$ cat config.mk
export PLATFORM = sky130hd
export DESIGN_NAME = counter_sequencer_flat
export DESIGN_NICKNAME = d
export VERILOG_FILES = /design/src/rtl/counter_sequencer_if.sv /design/src/rtl/counter_sequencer.sv /design/src/flat_wrapper.sv
export SDC_FILE = /design/constraint.sdc
export NUM_CORES = 1
export LEC_CHECK = 0
export BUFFER_PORTS_ARGS = -buffer_cell sky130_fd_sc_hd__buf_2
export CAP_MARGIN = 20
export CORE_ASPECT_RATIO = 1.2
export CORE_MARGIN = 4
export CORE_UTILIZATION = 57
export CTS_CLUSTER_SIZE = 30
export DETAILED_ROUTE_END_ITERATION = 10
export PLACE_DENSITY = 0.91
export SYNTH_ARGS = -nofsm -noshare
export SYNTH_HDL_FRONTEND = slang
export SYNTH_SLANG_ARGS = --single-unit
$ cat constraint.sdc
create_clock -name Clock -period 5.9 [get_ports Clock]
set_input_delay 0.295 -clock Clock [delete_from_list [all_inputs] [get_ports Clock]]
set_output_delay 0.295 -clock Clock [all_outputs]
set_load 0.005 [all_outputs]
$ cat src/rtl/counter_sequencer_if.sv
// Control/status bundle between a counter_sequencer and its environment.
// The slave side is the sequencer; the master side is the upstream control plus the counter.
interface counter_sequencer_if #(
  parameter int unsigned DIV_W = 8,
  parameter int unsigned CNT_W = 8
) ();
  logic             Start;
  logic             Stop;
  logic             Mode;
  logic [DIV_W-1:0] Div;
  logic [CNT_W-1:0] Limit;
  logic [CNT_W-1:0] CounterValue;
  logic             CntEnable;
  logic             CntClear_b;
  logic             Busy;
  logic             Done;
  logic             Wrap;

  modport master (
    output Start, Stop, Mode, Div, Limit, CounterValue,
    input  CntEnable, CntClear_b, Busy, Done, Wrap
  );

  modport slave (
    input  Start, Stop, Mode, Div, Limit, CounterValue,
    output CntEnable, CntClear_b, Busy, Done, Wrap
  );
endinterface

$ cat src/rtl/counter_sequencer.sv
// Start/stop sequencer for an external counter: clears it, paces increments through a
// rate divider and stops or reloads when the counter reaches a terminal count.
module counter_sequencer #(
  parameter int unsigned DIV_W = 8,
  parameter int unsigned CNT_W = 8
) (
  input logic               Clock,
  input logic               Reset,
  counter_sequencer_if.slave bus
);

  typedef enum logic [1:0] {StIdle, StClear, StRun, StDone} state_e;

  state_e           state_q, state_d;
  logic             rst_flag_q, rst_flag_d;
  logic [DIV_W-1:0] div_q, div_d;
  logic             mode_q, mode_d;
  logic [DIV_W-1:0] div_lim_q, div_lim_d;
  logic [CNT_W-1:0] limit_q, limit_d;

  logic at_limit;
  logic div_hit;

  assign at_limit = (bus.CounterValue == limit_q);
  assign div_hit  = (div_q == div_lim_q);

  always_comb begin
    state_d    = state_q;
    rst_flag_d = rst_flag_q;
    div_d      = div_q;
    mode_d     = mode_q;
    div_lim_d  = div_lim_q;
    limit_d    = limit_q;
    unique case (state_q)
      StIdle: begin
        if (bus.Start && !bus.Stop) begin
          mode_d    = bus.Mode;
          div_lim_d = bus.Div;
          limit_d   = bus.Limit;
          state_d   = StClear;
        end
      end
      StClear: begin
        div_d      = '0;
        rst_flag_d = 1'b0;
        // The counter clear lands on this edge regardless of where we go next.
        state_d    = (rst_flag_q || bus.Stop) ? StIdle : StRun;
      end
      StRun: begin
        if (bus.Stop) begin
          state_d = StIdle;
          div_d   = '0;
        end else if (at_limit) begin
          state_d = mode_q ? StDone : StClear;
        end else begin
          div_d = div_hit ? '0 : div_q + DIV_W'(1);
        end
      end
      StDone: begin
        state_d = StIdle;
      end
      default: begin
        state_d = StIdle;
      end
    endcase
  end

  always_ff @(posedge Clock or posedge Reset) begin
    if (Reset) begin
      state_q    <= StClear;
      rst_flag_q <= 1'b1;
      div_q      <= '0;
      mode_q     <= 1'b0;
      div_lim_q  <= '0;
      limit_q    <= '0;
    end else begin
      state_q    <= state_d;
      rst_flag_q <= rst_flag_d;
      div_q      <= div_d;
      mode_q     <= mode_d;
      div_lim_q  <= div_lim_d;
      limit_q    <= limit_d;
    end
  end

  // Reset holds the state in StClear, so all outputs fall without waiting for a clock.
  always_comb begin
    bus.CntEnable  = (state_q == StRun) && div_hit && !at_limit && !bus.Stop;
    bus.CntClear_b = (state_q != StClear);
    bus.Busy       = (state_q == StRun) || ((state_q == StClear) && !rst_flag_q);
    bus.Done       = (state_q == StDone);
    bus.Wrap       = (state_q == StRun) && at_limit && !bus.Stop && !mode_q;
  end

endmodule

$ cat src/flat_wrapper.sv
// flat-port wrapper written by rule: the top's interface ports become plain ports
module counter_sequencer_flat 
#(
  parameter int unsigned DIV_W = 8,
  parameter int unsigned CNT_W = 8
)
  (Clock, Reset, bus_Start, bus_Stop, bus_Mode, bus_Div, bus_Limit, bus_CounterValue, bus_CntEnable, bus_CntClear_b, bus_Busy, bus_Done, bus_Wrap);
  counter_sequencer_if #(.DIV_W(DIV_W), .CNT_W(CNT_W)) bus_i ();
  input logic Clock;
  input logic Reset;
  input wire logic [$bits(bus_i.Start)-1:0] bus_Start;
  input wire logic [$bits(bus_i.Stop)-1:0] bus_Stop;
  input wire logic [$bits(bus_i.Mode)-1:0] bus_Mode;
  input wire logic [$bits(bus_i.Div)-1:0] bus_Div;
  input wire logic [$bits(bus_i.Limit)-1:0] bus_Limit;
  input wire logic [$bits(bus_i.CounterValue)-1:0] bus_CounterValue;
  output wire logic [$bits(bus_i.CntEnable)-1:0] bus_CntEnable;
  output wire logic [$bits(bus_i.CntClear_b)-1:0] bus_CntClear_b;
  output wire logic [$bits(bus_i.Busy)-1:0] bus_Busy;
  output wire logic [$bits(bus_i.Done)-1:0] bus_Done;
  output wire logic [$bits(bus_i.Wrap)-1:0] bus_Wrap;
  assign bus_i.Start = bus_Start;
  assign bus_i.Stop = bus_Stop;
  assign bus_i.Mode = bus_Mode;
  assign bus_i.Div = bus_Div;
  assign bus_i.Limit = bus_Limit;
  assign bus_i.CounterValue = bus_CounterValue;
  assign bus_CntEnable = bus_i.CntEnable;
  assign bus_CntClear_b = bus_i.CntClear_b;
  assign bus_Busy = bus_i.Busy;
  assign bus_Done = bus_i.Done;
  assign bus_Wrap = bus_i.Wrap;
  counter_sequencer #(.DIV_W(DIV_W), .CNT_W(CNT_W)) u_core (.Clock(Clock), .Reset(Reset), .bus(bus_i));
endmodule
==> impl_metrics.env <==
export IMPL_path_clk_slew_ns=0.14
export IMPL_clock_fmax_mhz=408
export IMPL_die_area_um2=3540
export IMPL_grt_pass1_wl_mm=5.55
export IMPL_clk_latency_ns=0.34
export IMPL_cp_max_fo=11
export IMPL_reg2reg_depth=6
export IMPL_setup_slack_ns=3.45
export IMPL_track_usage_pct=21.6
export IMPL_fin_skew_ns=0.00343
export IMPL_wl_per_cell_um=16.3
export IMPL_worst_hold_path_type="input port to register"
export IMPL_cap_viol_max_count=0
export IMPL_post_synth_top_area_fraction_pct=43.1
export IMPL_startpoint_type="register"
export IMPL_worstHoldStart="bus_Div[5]"
export IMPL_row_count=20
export IMPL_rsz0062_at_grt="no"
export IMPL_leakage_nw=0.812
export IMPL_overflow=0
export IMPL_synth_cell_types=34
export IMPL_worstReg2RegStart="u_core.state_q[0]"
export IMPL_hold_depth=2
export IMPL_ant_nets=0
export IMPL_period_share_pct=41.5
export IMPL_port_buffers=33
export IMPL_avgSynthCellArea_um2=11.1
export IMPL_async_flop_share_pct=100
export IMPL_finalSetupViolCount=0
export IMPL_synth_common_cells="dfrtp_1, mux2_2, inv_1, xnor2_1, xor2_1"
export IMPL_synth_area_leaders="dfrtp_1, mux2_2, ha_1"
export IMPL_cts_tree="yes"
export IMPL_synth_nets=171
export IMPL_post_cts_repair_setup_buffers=0
export IMPL_multi_input_area_um2=752
export IMPL_grt_pass1_vias=1273
export IMPL_post_route_min_period_ns=2.45
export IMPL_status="finished, final reports clean"
export IMPL_reg2reg_slack_ns=3.45
export IMPL_peakVddDrop_mv=0.294
export IMPL_syn_instance_count=136
export IMPL_viasPerCell=5.85
export IMPL_final_hold_viol_count=0
export IMPL_path_cells="inv_1, ha_1, nand2b_1, o31ai_1, or3b_1, o22ai_1"
export IMPL_cts_htree_levels=1
export IMPL_dp_slack_ns=3.55
export IMPL_fin_tns_setup_ns=0
export IMPL_nFillCells=197
export IMPL_path_buf_inv=1
export IMPL_crit_required_ns=6.14
export IMPL_numCtsBuffers=3
export IMPL_cts_root_buf="clkbuf_4"
export IMPL_syn_area_um2=1510
export IMPL_slew_headroom_pct=28.7
export IMPL_seq_area_um2=703
export IMPL_cp_data_arrival_time_ns=2.69
export IMPL_dr_pass1_iters=4
export IMPL_holdPathEnd="u_core.div_lim_q[5]"
export IMPL_io_pin_count=34
export IMPL_clock_path_buffers=2
export IMPL_criticalPathCategory="register to register"
export IMPL_ys_flop_type="dfrtp_1"
export IMPL_area_growth_pct=16.9
export IMPL_grt_start_max_net_pins=29
export IMPL_nNetsFinal=207
export IMPL_layout_drive_gt1_share_pct=36.3
export IMPL_ys_ff_latch=28
export IMPL_synth_most_common_cell="dfrtp_1"
export IMPL_worstMarginPinSlew_ns=1.06
export IMPL_drtIter0Drc=23
export IMPL_hpwl_mm=2.45
export IMPL_initial_core_util_pct=59.8
export IMPL_num_antenna_cells=0
export IMPL_synth_top_area_cell="dfrtp_1"
export IMPL_cpPeakStageDelay_ns=0.93
export IMPL_gp_congestion=0.865
export IMPL_slew_viol_final=0
export IMPL_path_delay_family="compound AO/OA/AOI/OAI gates"
export IMPL_synth_edf_count=0
export IMPL_p_per_area_nw_per_um2=375
export IMPL_ys_warn_count=0
export IMPL_ys_seq_area_share_pct=46.6
export IMPL_cp_end_kind="register"
export IMPL_post_route_drc_count=0
export IMPL_core_area_um2=2530
export IMPL_r2r_end="u_core.div_q[6]"
export IMPL_clkSinkCount=28
export IMPL_via_count=1194
export IMPL_antenna_found_initial=0
export IMPL_wl_mm=3.33
export IMPL_crit_slowest_cell="o31ai_1"
export IMPL_dieWidth_um=55.0
export IMPL_die_y_um=64.4
==> metrics by stage <==
stage               power [mW]  instances  util (%)  area (um2)  hold slack, ns
floorplan                0.499        136         -        1510           0.359
finish                   0.662        204      69.9        1770           0.169
global route             0.713        204      69.9        1770           0.152
global placement         0.539        198      66.9        1690           0.483
CTS                      0.657        202      68.4        1730           0.162
detailed placement       0.563        198      66.9        1690           0.479
==> final cells by class <==
| cell class | count | area share, % |
|---|---|---|
| clock buffers | 4 | 2.06 |
| inverters | 8 | 1.70 |
| multi-input cells | 96 | 42.6 |
| flip-flops and latches | 28 | 39.8 |
| well taps | 33 | 2.34 |
| repair buffers | 35 | 11.5 |
==> what timing repair did <==
action,in CTS,in global routing
hold buffers,0,1
endpoints found under the hold margin,0,3
resized for setup,0,0
==> worst max path at each step <==
stage / startpoint / end / slack (ns) / cells past startpoint
final: u_core.state_q[0] / u_core.div_q[6] / 3.45 / 6
after global routing: u_core.state_q[0] / u_core.div_q[2] / 3.27 / 6
after CTS: u_core.state_q[0] / u_core.div_q[6] / 3.50 / 6
after detailed placement: u_core.state_q[0] / u_core.div_q[6] / 3.55 / 6
after floorplan: u_core.state_q[0] / u_core.div_q[4] / 4.04 / 7
after global placement: u_core.state_q[0] / u_core.div_q[6] / 3.72 / 6
==> layout by cell type (no fill, tap or decap), types with 3 or more instances in the layout <==
master,synthesis,routed
buf_2,2,33
inv_1,8,8
ha_1,6,6
clkbuf_4,0,3
nor2_1,3,3
mux2_2,17,17
xor2_1,8,8
a21oi_1,6,6
nand2_1,6,6
a211oi_1,3,3
o21ai_0,6,6
nand4_1,4,4
dfrtp_1,26,26
xnor2_1,8,8
nand3_1,4,4
==> power breakdown <==
| part | total, mW | internal (mW) | switching [mW] |
|---|---|---|---|
| Combinational | 0.255 | 0.132 | 0.123 |
| Sequential | 0.312 | 0.261 | 0.0510 |
| Clock | 0.0951 | 0.0380 | 0.0572 |
| Total | 0.662 | 0.431 | 0.231 |
==> sequential cells by signal (all words and copies together) (netlist names) <==
signal             flops
u_core.rst_flag_q      1
u_core.limit_q         8
u_core.mode_q          1
u_core.div_q           8
u_core.state_q         2
u_core.div_lim_q       8
==> cells by family after synthesis <==
| logic type | share of synthesized area [%] |
|---|---|
| and+or+nand+nor | 11.5 |
| DFF | 46.6 |
| AOI/OAI and AO/OA | 11.4 |
| muxes | 12.7 |
| xor gates and xnor gates | 9.28 |
| buffers and inverters | 3.65 |
| adders and majority gates | 4.97 |
==> metal layers <==
metal / vias to the layer above / wire [um] / GRT usage [%] / share of wire (%)
met5: - / 0 / 0 / 0
met4: 0 / 108 / 12.5 / 3.2
met3: 9 / 157 / 4.43 / 4.7
met2: 40 / 1810 / 35.9 / 54
met1: 589 / 1260 / 24.5 / 38
li1: 556 / - / - / -
No activity file was read; power rests on OpenSTA's default activity.
